[config.mk]
export PLATFORM = sky130hd
export DESIGN_NAME = check_multi
export DESIGN_NICKNAME = d
export VERILOG_FILES = /design/src/rtl/check_pkg.sv /design/src/rtl/sat_counter.sv /design/src/rtl/check_multi.sv
export SDC_FILE = /design/constraint.sdc
export NUM_CORES = 1
export LEC_CHECK = 0
export CORE_ASPECT_RATIO = 0.5
export CORE_UTILIZATION = 43
export CTS_BUF_LIST = sky130_fd_sc_hd__clkbuf_8
export CTS_CLUSTER_SIZE = 16
export DETAILED_ROUTE_END_ITERATION = 12
export PLACE_DENSITY = 0.81
export RECOVER_POWER = 25
export SETUP_SLACK_MARGIN = 0.5
export SLEW_MARGIN = 10
export SYNTH_ARGS = -nofsm -noshare
export SYNTH_HDL_FRONTEND = slang
export SYNTH_SLANG_ARGS = --single-unit
export TNS_END_PERCENT = 50
[constraint.sdc]
create_clock -name clock -period 2 [get_ports clock]
set_input_delay 0.2 -clock clock [delete_from_list [all_inputs] [get_ports clock]]
set_output_delay 0.2 -clock clock [all_outputs]
set_load 0.02 [all_outputs]
[src/rtl/check_pkg.sv]
// Shared encodings for the check_multi result checker.
// FSM states, sc_cmd codes and meta-word bit positions.
package check_pkg;

  typedef enum logic [1:0] {
    S_IDLE = 2'd0,
    S_RD   = 2'd1,
    S_CMP  = 2'd2,
    S_WB   = 2'd3
  } state_e;

  localparam logic [4:0] CMD_NOP  = 5'd0;
  localparam logic [4:0] CMD_MASK = 5'd1;
  localparam logic [4:0] CMD_MODE = 5'd2;
  localparam logic [4:0] CMD_CLR  = 5'd3;

  localparam int META_FAIL    = 0;
  localparam int META_CYC_LSB = 1;

  function automatic int meta_tmo_bit(input int cr);
    return cr + 1;
  endfunction

  function automatic int meta_vld_bit(input int cr);
    return cr + 2;
  endfunction

endpackage

[src/rtl/sat_counter.sv]
// Saturating up-counter with synchronous reset and clear.
// Holds at all ones once reached.
module sat_counter #(
  parameter int WIDTH = 16
) (
  input  logic             clk_i,
  input  logic             rst_i,
  input  logic             clr_i,
  input  logic             inc_i,
  output logic [WIDTH-1:0] cnt_o
);

  logic [WIDTH-1:0] cnt_q;

  // count up until all ones; reset and clear win
  always_ff @(posedge clk_i) begin
    if (rst_i || clr_i) begin
      cnt_q <= '0;
    end else if (inc_i && (cnt_q != '1)) begin
      cnt_q <= cnt_q + WIDTH'(1);
    end
  end

  assign cnt_o = cnt_q;

endmodule

[src/rtl/check_multi.sv]
// Compares result vectors against expected vectors and writes records to memory.
// Define CHECK_MULTI_STATS_EN to build the pass/fail/timeout counters.
module check_multi
  import check_pkg::*;
#(
  parameter int ADDR_WIDTH  = 20,
  parameter int DATA_WIDTH  = 16,
  parameter int RTF_WIDTH   = 24,
  parameter int CYCLE_RANGE = 5,
  parameter int CNT_WIDTH   = 16
) (
  input  logic                              clock,
  input  logic                              reset,
  output logic [ADDR_WIDTH-1:0]             mem_address,
  output logic [DATA_WIDTH/8-1:0]           mem_byteenable,
  output logic                              mem_write,
  output logic [DATA_WIDTH-1:0]             mem_writedata,
  input  logic                              mem_waitrequest,
  input  logic [RTF_WIDTH+CYCLE_RANGE:0]    rfifo_data,
  output logic                              rfifo_rdreq,
  input  logic                              rfifo_rdempty,
  input  logic [RTF_WIDTH+ADDR_WIDTH-1:0]   cfifo_data,
  output logic                              cfifo_rdreq,
  input  logic                              cfifo_rdempty,
  input  logic [4:0]                        sc_cmd,
  input  logic [23:0]                       sc_data,
  output logic                              sc_ready,
  output logic [CNT_WIDTH-1:0]              pass_count,
  output logic [CNT_WIDTH-1:0]              fail_count,
  output logic [CNT_WIDTH-1:0]              timeout_count
);

  localparam int VEC_WORDS = (RTF_WIDTH + DATA_WIDTH - 1) / DATA_WIDTH;
  localparam int RES_WORDS = VEC_WORDS + 1;
  localparam int PW        = VEC_WORDS * DATA_WIDTH;
  localparam int IDX_W     = (RES_WORDS > 2) ? $clog2(RES_WORDS) : 1;
  localparam int TMO_BIT   = meta_tmo_bit(CYCLE_RANGE);
  localparam int VLD_BIT   = meta_vld_bit(CYCLE_RANGE);
  localparam logic [IDX_W-1:0] LAST_IDX = IDX_W'(RES_WORDS - 1);
  localparam logic [IDX_W-1:0] META_IDX = IDX_W'(VEC_WORDS);

  state_e state_q, state_d;

  logic [ADDR_WIDTH-1:0]  addr_q;
  logic [IDX_W-1:0]       idx_q;
  logic [RTF_WIDTH-1:0]   mask_q;
  logic [RTF_WIDTH-1:0]   res_q;
  logic                   mode_q;
  logic                   fail_q;
  logic                   tmo_q;
  logic [CYCLE_RANGE-1:0] cyc_q;

  logic [RTF_WIDTH-1:0]   r_res;
  logic [CYCLE_RANGE-1:0] r_cyc;
  logic                   r_tmo;
  logic [RTF_WIDTH-1:0]   c_exp;
  logic [ADDR_WIDTH-1:0]  c_addr;

  logic idle;
  logic pass_v;
  logic skip;
  logic accept;
  logic [PW-1:0]          pad;
  logic [DATA_WIDTH-1:0]  meta;
  logic [DATA_WIDTH-1:0]  word;

  assign {r_res, r_cyc, r_tmo} = rfifo_data;
  assign {c_exp, c_addr}       = cfifo_data;

  assign idle   = (state_q == S_IDLE);
  assign pass_v = !fail_q && !tmo_q;
  assign skip   = mode_q && pass_v;
  assign accept = (state_q == S_WB) && !mem_waitrequest;

  // state register
  always_ff @(posedge clock) begin
    if (reset) begin
      state_q <= S_IDLE;
    end else begin
      state_q <= state_d;
    end
  end

  // next-state decode
  always_comb begin
    state_d = state_q;
    unique case (state_q)
      S_IDLE: begin
        if (!rfifo_rdempty && !cfifo_rdempty) begin
          state_d = S_RD;
        end
      end
      S_RD:  state_d = S_CMP;
      S_CMP: state_d = skip ? S_IDLE : S_WB;
      S_WB: begin
        if (accept && (idx_q == LAST_IDX)) begin
          state_d = S_IDLE;
        end
      end
      default: state_d = S_IDLE;
    endcase
  end

  // commands land only while idle
  always_ff @(posedge clock) begin
    if (reset) begin
      mask_q <= '1;
      mode_q <= 1'b0;
    end else if (idle) begin
      case (sc_cmd)
        CMD_MASK: mask_q <= RTF_WIDTH'(sc_data);
        CMD_MODE: mode_q <= sc_data[0];
        CMD_NOP:  ;
        default:  ;
      endcase
    end
  end

  // capture the popped pair; FIFO heads are valid during the pop cycle
  always_ff @(posedge clock) begin
    if (reset) begin
      res_q  <= '0;
      fail_q <= 1'b0;
      tmo_q  <= 1'b0;
      cyc_q  <= '0;
    end else if (state_q == S_RD) begin
      res_q  <= r_res & mask_q;
      fail_q <= |((r_res ^ c_exp) & mask_q);
      tmo_q  <= r_tmo;
      cyc_q  <= r_cyc;
    end
  end

  // write address and word index
  always_ff @(posedge clock) begin
    if (reset) begin
      addr_q <= '0;
      idx_q  <= '0;
    end else if (state_q == S_RD) begin
      addr_q <= c_addr;
      idx_q  <= '0;
    end else if (accept) begin
      addr_q <= addr_q + ADDR_WIDTH'(1);
      idx_q  <= (idx_q == LAST_IDX) ? '0 : idx_q + IDX_W'(1);
    end
  end

  // record word select: MSB-aligned result words, then meta
  always_comb begin
    pad = '0;
    pad[PW-1 -: RTF_WIDTH] = res_q;
    meta = '0;
    meta[META_FAIL] = fail_q;
    meta[META_CYC_LSB +: CYCLE_RANGE] = cyc_q;
    meta[TMO_BIT] = tmo_q;
    meta[VLD_BIT] = 1'b1;
    word = '0;
    for (int i = 0; i < VEC_WORDS; i++) begin
      if (idx_q == IDX_W'(i)) begin
        word = pad[PW-1-i*DATA_WIDTH -: DATA_WIDTH];
      end
    end
    if (idx_q == META_IDX) begin
      word = meta;
    end
  end

  assign mem_write      = (state_q == S_WB);
  assign mem_writedata  = mem_write ? word : '0;
  assign mem_address    = addr_q;
  assign mem_byteenable = '1;
  assign rfifo_rdreq    = (state_q == S_RD);
  assign cfifo_rdreq    = (state_q == S_RD);
  assign sc_ready       = idle && rfifo_rdempty && cfifo_rdempty;

`ifdef CHECK_MULTI_STATS_EN
  logic in_cmp;
  logic clr;

  assign in_cmp = (state_q == S_CMP);
  assign clr    = idle && (sc_cmd == CMD_CLR);

  sat_counter #(.WIDTH(CNT_WIDTH)) u_pass (
    .clk_i (clock),
    .rst_i (reset),
    .clr_i (clr),
    .inc_i (in_cmp && pass_v),
    .cnt_o (pass_count)
  );

  sat_counter #(.WIDTH(CNT_WIDTH)) u_fail (
    .clk_i (clock),
    .rst_i (reset),
    .clr_i (clr),
    .inc_i (in_cmp && fail_q),
    .cnt_o (fail_count)
  );

  sat_counter #(.WIDTH(CNT_WIDTH)) u_tmo (
    .clk_i (clock),
    .rst_i (reset),
    .clr_i (clr),
    .inc_i (in_cmp && tmo_q),
    .cnt_o (timeout_count)
  );
`else
  assign pass_count    = '0;
  assign fail_count    = '0;
  assign timeout_count = '0;
`endif

endmodule

# Yosys cells after proc, flatten, opt, wreduce, memory -nomap -nowiden
# Cells that the tools add are included.
[classes]
eq_ne = 9
n_mux = 11
n_bitwise = 3
n_addsub = 2
n_reduce_logical = 20
[op_table]
columns = ["cell", "n"]
rows = [
  ["16-bit 2-to-1 mux", 4],
  ["24-bit AND", 2],
  ["20-bit 2-to-1 mux", 2],
  ["24-bit OR reduction", 1],
  ["24-bit XOR", 1],
  ["20-bit by 1-bit adder with 20-bit output (second input constant)", 1],
  ["2-bit 2-to-1 mux", 4],
  ["2-bit one-hot mux with 4 select lines", 1],
  ["1-bit logical AND", 7],
  ["2-bit equality test (second input constant)", 3],
  ["2-bit AND reduction", 3],
  ["5-bit by 1-bit equality test with 1-bit output (second input constant)", 1],
  ["5-bit by 2-bit equality test with 1-bit output (second input constant)", 1],
  ["1-bit logical NOT", 5],
  ["2-bit by 1-bit equality test with 1-bit output (second input constant)", 2],
  ["2-bit logical NOT", 2],
  ["2-bit by 1-bit != test with 1-bit output (second input constant)", 2],
  ["2-bit by 1-bit adder with 2-bit output (second input constant)", 1],
  ["2-bit nonzero test", 1],
  ["2-bit OR reduction", 1],
]
[word_totals]
in_bits = 108
out_inout_bits = 90
reg_bits = 80

# Longest topological paths before layout
[logic_depth]
word_depth = 5
depth_mapped = 7

# Least setup slack after synthesis
# OpenSTA, ideal clock, no wires.
[synth_path]
kind = "register to register"
startpoint = "register addr_q[7] (netlist: mem_address[7])"
endpoint = "register addr_q[14] (netlist: mem_address[14])"
n_path_buf = 2
setup_time_ns = 0.091
setup_slack_ns = 0.022
stages_incl_launch_ff = 7
arrival_time_ns = 1.887
period_less_slack_ns = 1.978
cell_sequence = "dfxtp_1 > buf_4 > nand4_1 > or4_4 > buf_6 > or3_1 > a311oi_1"
[synth_between]
elab_chain_cells = 3
[synth_lines]
columns = ["element", "line", "source"]
rows = [
  ["start: declaration", "check_multi.sv:44", "logic [ADDR_WIDTH-1:0] addr_q;"],
  ["start signal: assignment", "check_multi.sv:140", "addr_q <= c_addr;"],
  ["start signal: assignment", "check_multi.sv:143", "addr_q <= addr_q + ADDR_WIDTH'(1);"],
  ["20-bit by 1-bit adder with 20-bit output", "check_multi.sv:143", ""],
  ["20-bit 2-to-1 mux", "check_multi.sv:142", "end else if (accept) begin"],
  ["20-bit 2-to-1 mux", "check_multi.sv:139", "end else if (state_q == S_RD) begin"],
]
# Every way passes these cells. The select of a mux whose other input is x is not followed.
# A chain may end at the register's enable or synchronous reset.

# Final worst setup path
[layout_path]
startpoint = "register state_q[1]"
endpoint = "register mask_q[16]"
[layout_between]
elab_chain_cells = 2
[layout_lines]
columns = ["element", "line", "source"]
rows = [
  ["start: declaration", "check_multi.sv:42", "state_e state_q, state_d;"],
  ["start signal: assignment", "check_multi.sv:80", "state_q <= state_d;"],
  ["2-bit logical NOT", "check_multi.sv:70", "assign idle = (state_q == S_IDLE);"],
  ["2-bit AND reduction (no source line)", "n/a", ""],
  ["end signal: assignment", "check_multi.sv:111", "CMD_MASK: mask_q <= RTF_WIDTH'(sc_data);"],
  ["end: declaration", "check_multi.sv:46", "logic [RTF_WIDTH-1:0] mask_q;"],
]
# Every way passes these cells.

==> run_results.csv <==
group,metric,value,unit
status,outcome,"finished clean",
sta,rsz0062_at_grt,"yes",
cells_and_area,diodes,0,
route,drt_first_iter_violations,177,
clock_tree,cts-htree-levels,3,
yosys,synth-seq-area-share,0.3755,
grt,grt_start_max_net_pins,49,
sta,finalSetupTns,0,ps
floorplan,die-area,10350,um^2
power,ir_worst_vdd,358.8,uV
cells_and_area,fin_cells,816,
grt,grt_pass1_vias,3868,
place,io_buffers,147,
yosys,synth-seq-cells,80,
setup_path,crit_type,"reg2reg",
sta,clock.fmax,565.2,MHz
route,drtPass1Iterations,5,
clock_tree,cts-root-buf,"clkbuf_8",
setup_path,max_stage_delay,370,ps
setup_path,worst_ep_required_time,2250,ps
yosys,async_flop_share,0,
setup_path,crit_buf_inv,6,
clock_tree,cts_tree,"built",
floorplan,start_util,0.4471,
yosys,synth_edf_count,0,
run,maxCapViolCount,0,
sta,timing.final.crit_share,0.8846,
yosys,synth.avg_cell_area,8.363,um^2
yosys,synth_flop_cell,"dfxtp_1",
floorplan,die_w,142.9,um
yosys,synth_area_leader_cell,"dfxtp_1",
floorplan,pin_count,198,
yosys,yosys.area_share.simple,0.2221,
yosys,synth_top_area_share,0.3755,
place,hpwl,7838,um
yosys,synth_cells,510,
floorplan,core-area,9540,um^2
power,power.density,623.8,nW/um^2
clock_tree,cts.path.max_buffers,2,
floorplan,fp.dieH,72.43,um
sta,finalSetupViolations,0,
setup_path,path_delay_family,"buffers and inverters",
yosys,synth_top_family_by_area,"simple AND/OR/NAND/NOR gates",
setup_path,critPathCaptureType,"register",
cells_and_area,nNetsFinal,785,
setup_path,crit_slowest_cell,"dfxtp_1",
sta,whs,371.0,ps
sta,tightest_slew,710.8,ps
yosys,synthXorXnorAreaFrac,0.07803,
yosys,synth.distinct_cells,42,
sta,hold_viol,0,
place,dp_cells,771,
place,dp_slack,70.72,ps
clock_tree,clock_latency,360,ps
setup_path,start_kind,"register",
power,p_leak,0.002447,uW
cells_and_area,area_growth,52.39,%
setup_path,crit_fanout,6,
setup_path,crit_arrival,2020,ps
cells_and_area,nFillCells,783,
worst_hold_path,hold_path.class,"in2reg",
sta,slew_headroom,0.5261,
route,drc_errors,0,
clock_tree,clkSinkCount,80,
yosys,synth_area_leaders,"dfxtp_1 38%, buf_4 9.2%, xor2_1 6.0%",
yosys,synth_most_common_cell,"dfxtp_1",
grt,grt_pass1_wl,18840,um
yosys,synth-compound-area-share,0.1552,
yosys,synthAdderAreaFrac,0.002933,
yosys,yosys-top-cells-count,"80 x dfxtp_1, 52 x buf_4, 48 x nand2_1",
route,num_vias,4113,
sta,setup_ws,230.8,ps
place,placed_area,5741,um^2
yosys,synthesis.area,4265,um^2
grt,overflow,0,
clock_tree,cts.clk_slew.worst_paths,80,ps
grt,grt_usage,0.2374,
place,globalplace.congestion,0.7863,
sta,skew,4.873,ps
yosys,ys_warn_count,0,
clock_tree,cts_made_buffers,9,
clock_tree,hold_buffers,0,
route,avgViaCountPerCell,5.040,
route,antenna_left,0,
sta,slew_violations,0,
floorplan,std_cell_rows,25,
yosys,synth_mux_area_frac,0.03755,
cells_and_area,final_layout_size_suffix_gt1_frac,0.1924,
grt,antenna_found_initial,0,
route,drt_wl_total,12300,um
cells_and_area,final_cell_area,6500,um^2
route,wl_per_cell,15.07,um
sta,period_minus_slack,1769,ps
setup_path,worstPathCellList,"buf_6 -> nor2_4 -> nand2_1 -> nor3b_4 -> buf_4 -> buf_6 -> buf_12 -> buf_12 -> buf_16 -> a211o_1",
final cells by class:
class	count	area, um^2	area share
inverters	5	18.77	0.002887
repair buffers	192	1947	0.2995
multi-input cells	388	2481	0.3817
flip-flops and latches	80	1639	0.2522
well taps	135	168.9	0.02599
clock inverters	6	107.6	0.01655
clock buffers	10	137.6	0.02117
cell usage in the layout (no fill, tap or decap), types with 3 or more instances in the layout:
cell	count
buf_2	11
dfxtp_1	64
nor4_1	3
dfxtp_4	7
dfxtp_2	9
xnor2_1	8
buf_12	6
xor2_1	29
a211oi_1	14
clkdlybuf4s50_1	120
and4_2	3
nor2_4	5
o21ai_0	3
nor3_2	4
clkbuf_1	8
nor2_1	39
nand2_1	48
nor2b_1	21
buf_16	7
nand2b_4	3
bufinv_16	3
nand4_1	8
mux2i_1	13
buf_4	26
a22oi_1	11
inv_1	6
nand3_1	28
buf_6	11
nor3_1	5
conb_1	50
a211o_1	24
a21oi_1	35
clkbuf_8	10
power breakdown:
| group | internal [uW] | total [uW] | switching (uW) |
|---|---|---|---|
| combinational | 431 | 855 | 424 |
| clock | 859 | 1450 | 594 |
| sequential | 1680 | 1750 | 71.7 |
| total | 2970 | 4050 | 1090 |
state kept, by name, indices dropped and copies added, names as in the netlist:
name and cells:
mask_q 24, idx_q 2, mode_q 1, tmo_q 1, cyc_q 5, state_q 2
fail_q 1, res_q 24, mem_address 20
cell families (layout without fill, tap and decap cells):
logic type | Yosys count | count (layout)
compound gates | 95 | 95
simple gates | 188 | 188
other cells | 2 | 50
fa+ha+maj | 1 | 1
xor+xnor | 38 | 38
flops | 80 | 80
buf+inv | 90 | 213
mux | 16 | 16
final timing paths:
kind         cells after the start    endpoint        from  slack, ps
max                             10  mask_q[16]  state_q[1]        230
min                              2  state_q[1]       reset        370
max reg2reg                     10  mask_q[16]  state_q[1]        230
min reg2reg                      2    res_q[5]    res_q[5]        460
stage by stage:
stage / power (uW) / util
floorplan: 2251 / -
global placement: 2553 / 0.6017
detailed placement: 2566 / 0.6017
CTS: 4050 / 0.6637
global route: 4213 / 0.6813
finish: 4055 / 0.6813
metal layers:
| metal | share of wire | up-vias | GRT usage |
|---|---|---|---|
| met2 | 0.51 | 148 | 0.4216 |
| met1 | 0.42 | 1943 | 0.2903 |
| met5 | 0 | - | 0 |
| li1 | - | 2000 | - |
| met4 | 0.016 | 0 | 0.06571 |
| met3 | 0.058 | 22 | 0.05611 |
repair_timing:
action                     CTS  global route
hold endpoints to repair     0             0
setup buffers               13             9
setup endpoints to repair   89           101
gates resized for setup    123            45
gates cloned                 7             0
pin swaps                   24            34
No activity file was read; power rests on OpenSTA's default activity.
==> patch 1: new RTL, config.mk and constraints unchanged <==
Build with the macro `CHECK_MULTI_STATS_EN` defined.
--- a/src/rtl/check_multi.sv
+++ b/src/rtl/check_multi.sv
@@ -2,2 +2,4 @@
 // Define CHECK_MULTI_STATS_EN to build the pass/fail/timeout counters.
+`define CHECK_MULTI_STATS_EN
+
 module check_multi
Function: changed (Yosys sat finds a counterexample within 4 cycles, from zero or initial values and one cycle with reset high).
==> patch 1 against the unedited design <==
  * The flow now finishes with violations (negative setup slack)
  * Setup slack worse by 0.31 ns
  * Sequential cell count is 48 higher
  * Combinational power rose by 18%
  * Design area rose by 55%
  * Synthesized area rose by 45%
  * Wire length up 84%
  * Total power is 55% higher
  * Hold slack worse by 0.13 ns
  * Critical endpoint is now mask_q[13]
  * Largest power group unchanged
==> patch 1: results (changes against the unedited design) <==
insertion delay to the later sink of the worst-skew pair 0.45 ns (+0.09 ns); Rel. slew slack 0.508 (-0.0180); post-CTS sizing 143 (+16%); total track usage 0.248 (+0.0106); final worst slack -0.0777 ns (-0.308 ns); hold worst-path end u_fail.cnt_o[0]; share of layout cells above drive strength 1 0.289 (+0.0964); Area contributors post-synth sky130_fd_sc_hd__dfxtp_1 (41%), sky130_fd_sc_hd__xor2_1 (6.5%), sky130_fd_sc_hd__nor2_1 (5.8%); most common library cells after synthesis sky130_fd_sc_hd__dfxtp_1 (128), sky130_fd_sc_hd__nor2_1 (96), sky130_fd_sc_hd__nand2_1 (58), sky130_fd_sc_hd__nand3_1 (48), sky130_fd_sc_hd__xor2_1 (46); total cell area at the placement stage 8590 µm² (+50%); share of synthesized area occupied by flip-flops and latches 0.415 (+0.0394); met1 global-route usage 0.306 (+0.0154); number of distinct library cell variants in the gate-level netlist after synthesis 53 (+26%); detail-routed net length per standard cell 19.4 µm (+29%); worst hold-check slack 0.237 ns (-0.134 ns); gate count after technology mapping 725 (+42%); result of the run finished, violations left; worst slack after detailed placement -0.111 ns (-0.182 ns); global-route wire length before repair 29.0 mm (+54%); number of buffers added for setup after CTS 10 (-3); failing checks negative setup slack; detailed-routed wire length on met2 10.9 mm (+74%); Post-Synth Adder-Cell Area 0.00810 (+0.00517); worst-path fanout max 5 (-1); cts bufs inserted 17 (+8); final number of setup-violating endpoints 24 (+24)
patch 1: worst max-delay path, stage by stage, from the launching register on:
cell                        delay, ns
sky130_fd_sc_hd__dfxtp_4         0.36
sky130_fd_sc_hd__or2_4           0.26
sky130_fd_sc_hd__or4_4           0.45
sky130_fd_sc_hd__nor3b_4         0.21
sky130_fd_sc_hd__buf_6           0.21
sky130_fd_sc_hd__clkbuf_16       0.17
sky130_fd_sc_hd__nor2b_1         0.05
sky130_fd_sc_hd__a211o_1         0.26
patch 1: where the power goes:
group / switching, mW / total [mW] / internal [mW]
clock: 1.14 / 2.52 / 1.38
sequential: 0.112 / 2.74 / 2.63
combinational: 0.491 / 1.01 / 0.519
patch 1: cell type report:
cell class / instances / area (µm²) / share of cell area
clock inverter: 15 / 206 / 0.0205
tap: 192 / 240 / 0.0239
clock buffer: 17 / 234 / 0.0232
inverter: 9 / 38.8 / 0.00385
timing repair buffer: 258 / 2540 / 0.253
multi-input combinational: 546 / 4160 / 0.413
sequential: 128 / 2650 / 0.263
==> patch 2: new RTL, same settings <==
Made on the original files. Reset style: asynchronous (`reset`), changed in 4 clocked blocks. Comments in the files are not updated.
--- a/src/rtl/check_multi.sv
+++ b/src/rtl/check_multi.sv
@@ -75,3 +75,3 @@
   // state register
-  always_ff @(posedge clock) begin
+  always_ff @(posedge clock or posedge reset) begin
     if (reset) begin
@@ -104,3 +104,3 @@
   // commands land only while idle
-  always_ff @(posedge clock) begin
+  always_ff @(posedge clock or posedge reset) begin
     if (reset) begin
@@ -119,3 +119,3 @@
   // capture the popped pair; FIFO heads are valid during the pop cycle
-  always_ff @(posedge clock) begin
+  always_ff @(posedge clock or posedge reset) begin
     if (reset) begin
@@ -134,3 +134,3 @@
   // write address and word index
-  always_ff @(posedge clock) begin
+  always_ff @(posedge clock or posedge reset) begin
     if (reset) begin
Behaviour: differs if reset is asserted again (counterexample within 4 cycles, from zero or initial values and one cycle with reset high); with reset held inactive, the same outputs for 10 cycles.
==> patch 2 against the unedited design <==
  * Wire length fell by 1.6%
  * Non-clock buffer count fell by 2
  * Maximum frequency rose by 7.2%
  * Critical path type unchanged
  * Sequential cell count did not move
  * Design area rose by 2.2%
  * Sequential share of layout area rose by 5.5 points
  * Count of clock-buffer cells in the layout fell by 1
  * Utilization fell by 0.054 points
  * Cell count fell by 4.5%
  * Setup slack improved by 0.12 ns
  * Synthesized area rose by 4.8%
Power is not compared: it rests on default switching activity, and its combinational part moved more than twofold at a synthesized area within 25%.
==> patch 2: results (changes against the unedited design) <==
Final Net Count 748 (-4.7%); critical path's slowest cell sky130_fd_sc_hd__dfrtp_1; total half-perimeter wirelength after legalization and detailed placement 7.84 mm (about the same); worst-path fanout max 12 (+6); vias in the first global route 3831 (-0.96%); total track usage 0.229 (-0.00795); Post-synth ARST share 1.00 (+1.00); Area contributors post-synth sky130_fd_sc_hd__dfrtp_1 (31%), sky130_fd_sc_hd__dfstp_2 (14%), sky130_fd_sc_hd__buf_4 (8.7%); share of layout cells above drive strength 1 0.245 (+0.0530); per-cell via count in the routed design 4.93 (-2.2%); layout overhead on the synthesized area 48.7%; worst hold-check slack 0.369 ns (-0.00151 ns); share of synthesized area occupied by flip-flops and latches 0.455 (+0.0793); longest individual stage delay on the worst path 0.41 ns (+0.04 ns); gpl congestion 0.752 (-4.4%); total cell area at the placement stage 5940 µm² (+3.4%); fillcell total 733 (-6.4%); maximum number of pins on one net before global-route repair 81 (+65%); number of antenna violations at the first check in global routing 0 (unchanged); main flop type after synthesis sky130_fd_sc_hd__dfrtp_1; final wirelength 12.1 mm (-1.6%); setup skew after layout 0.0122 ns (+0.00736 ns); result of the run complete, no violations; detailed router's first-iteration violation count 264 (+49%); most common library cells after synthesis sky130_fd_sc_hd__nand2_1 (91), sky130_fd_sc_hd__dfrtp_1 (56), sky130_fd_sc_hd__buf_4 (52), sky130_fd_sc_hd__xor2_1 (35), sky130_fd_sc_hd__nand3_1 (32); WP data arrival 1.93 ns (-0.09 ns)
-- patch 2: changes by cell type in the layout (fill, tap and decap cells not counted), sizes merged, moves of 24 or more --
cell   unedited run  this run
dfxtp            80         0
dfrtp             0        56
nand2            48        91
a21oi            35         8
mux2              0        25
a211o            24         0
dfstp             0        24
nor2b            24         0
-- patch 2: per-layer routing --
layer	track usage	part of all wire	routed length (µm)
met1	0.288	0.43	5190
met2	0.404	0.49	5980
met3	0.0521	0.058	702
met4	0.0706	0.019	230
met5	0	0	0
-- patch 2: layout make-up --
| class | instances | share of cell area |
|---|---|---|
| Clock inverter | 7 | 0.00904 |
| Tap cell | 135 | 0.0254 |
| Clock buffer | 9 | 0.0186 |
| Sequential cell | 80 | 0.307 |
| Timing Repair Buffer | 190 | 0.290 |
| Inverter | 5 | 0.00377 |
| Multi-Input combinational cell | 353 | 0.346 |
-- patch 2: per-stage QoR --
stage | std cells | worst slack, ns
2_1_floorplan | 507 | 0.283
3_3_place_gp | 731 | 0.166
3_5_place_dp | 731 | 0.123
6_report | 779 | 0.350
5_1_grt | 779 | 0.275
4_1_cts | 769 | 0.305
-- patch 2: worst paths after layout --
check | startpoint | end | slack [ns] | depth (start not counted)
max | state_q[1] | mask_q[20] | 0.35 | 7
min | rfifo_data[3] | cyc_q[2] | 0.37 | 3
max reg2reg | state_q[1] | mask_q[20] | 0.35 | 7
max in group asynchronous | reset | mem_address[8] | 0.52 | 3
min in group asynchronous | reset | mem_address[0] | 0.73 | 3
min reg2reg | res_q[4] | res_q[4] | 0.47 | 2
-- patch 2: timing repair --
| item | 4_1_cts | 5_1_grt |
|---|---|---|
| setup endpoints to repair | 80 | 96 |
| resized for setup | 110 | 59 |
| hold buffers | 0 | 0 |
| buffers inserted | 18 | 8 |
| cloned | 4 | 2 |
| pin swaps | 4 | 14 |
-- patch 2: where the power goes --
group / internal, mW / leakage (nW) / switching, mW
clock network: 0.560 / 0.100 / 0.585
logic: 1.73 / 1.97 / 1.76
registers: 2.13 / 0.959 / 0.467
total: 4.42 / 3.03 / 2.81
-- patch 2: logic make-up (layout without fill, tap and decap cells) --
group | count (synthesis) | in the layout | synth area share
buffers and inverters | 74 | 211 | 0.111
flip-flops | 80 | 80 | 0.455
AO/OA/AOI/OAI | 48 | 48 | 0.0700
adder cells (fa/ha/maj) | 1 | 1 | 0.00280
multiplexers | 41 | 41 | 0.0989
other | 2 | 50 | 0.00168
AND/OR/NAND/NOR | 177 | 177 | 0.190
XOR/XNOR | 36 | 36 | 0.0706
-- patch 2: critical path, delay by kind of cell, from the launching register on --
family	cells	cell delay [ns]
flip-flops	1	0.41
AND/OR/NAND/NOR	3	0.37
multiplexers	1	0.34
buffers and inverters	3	0.45
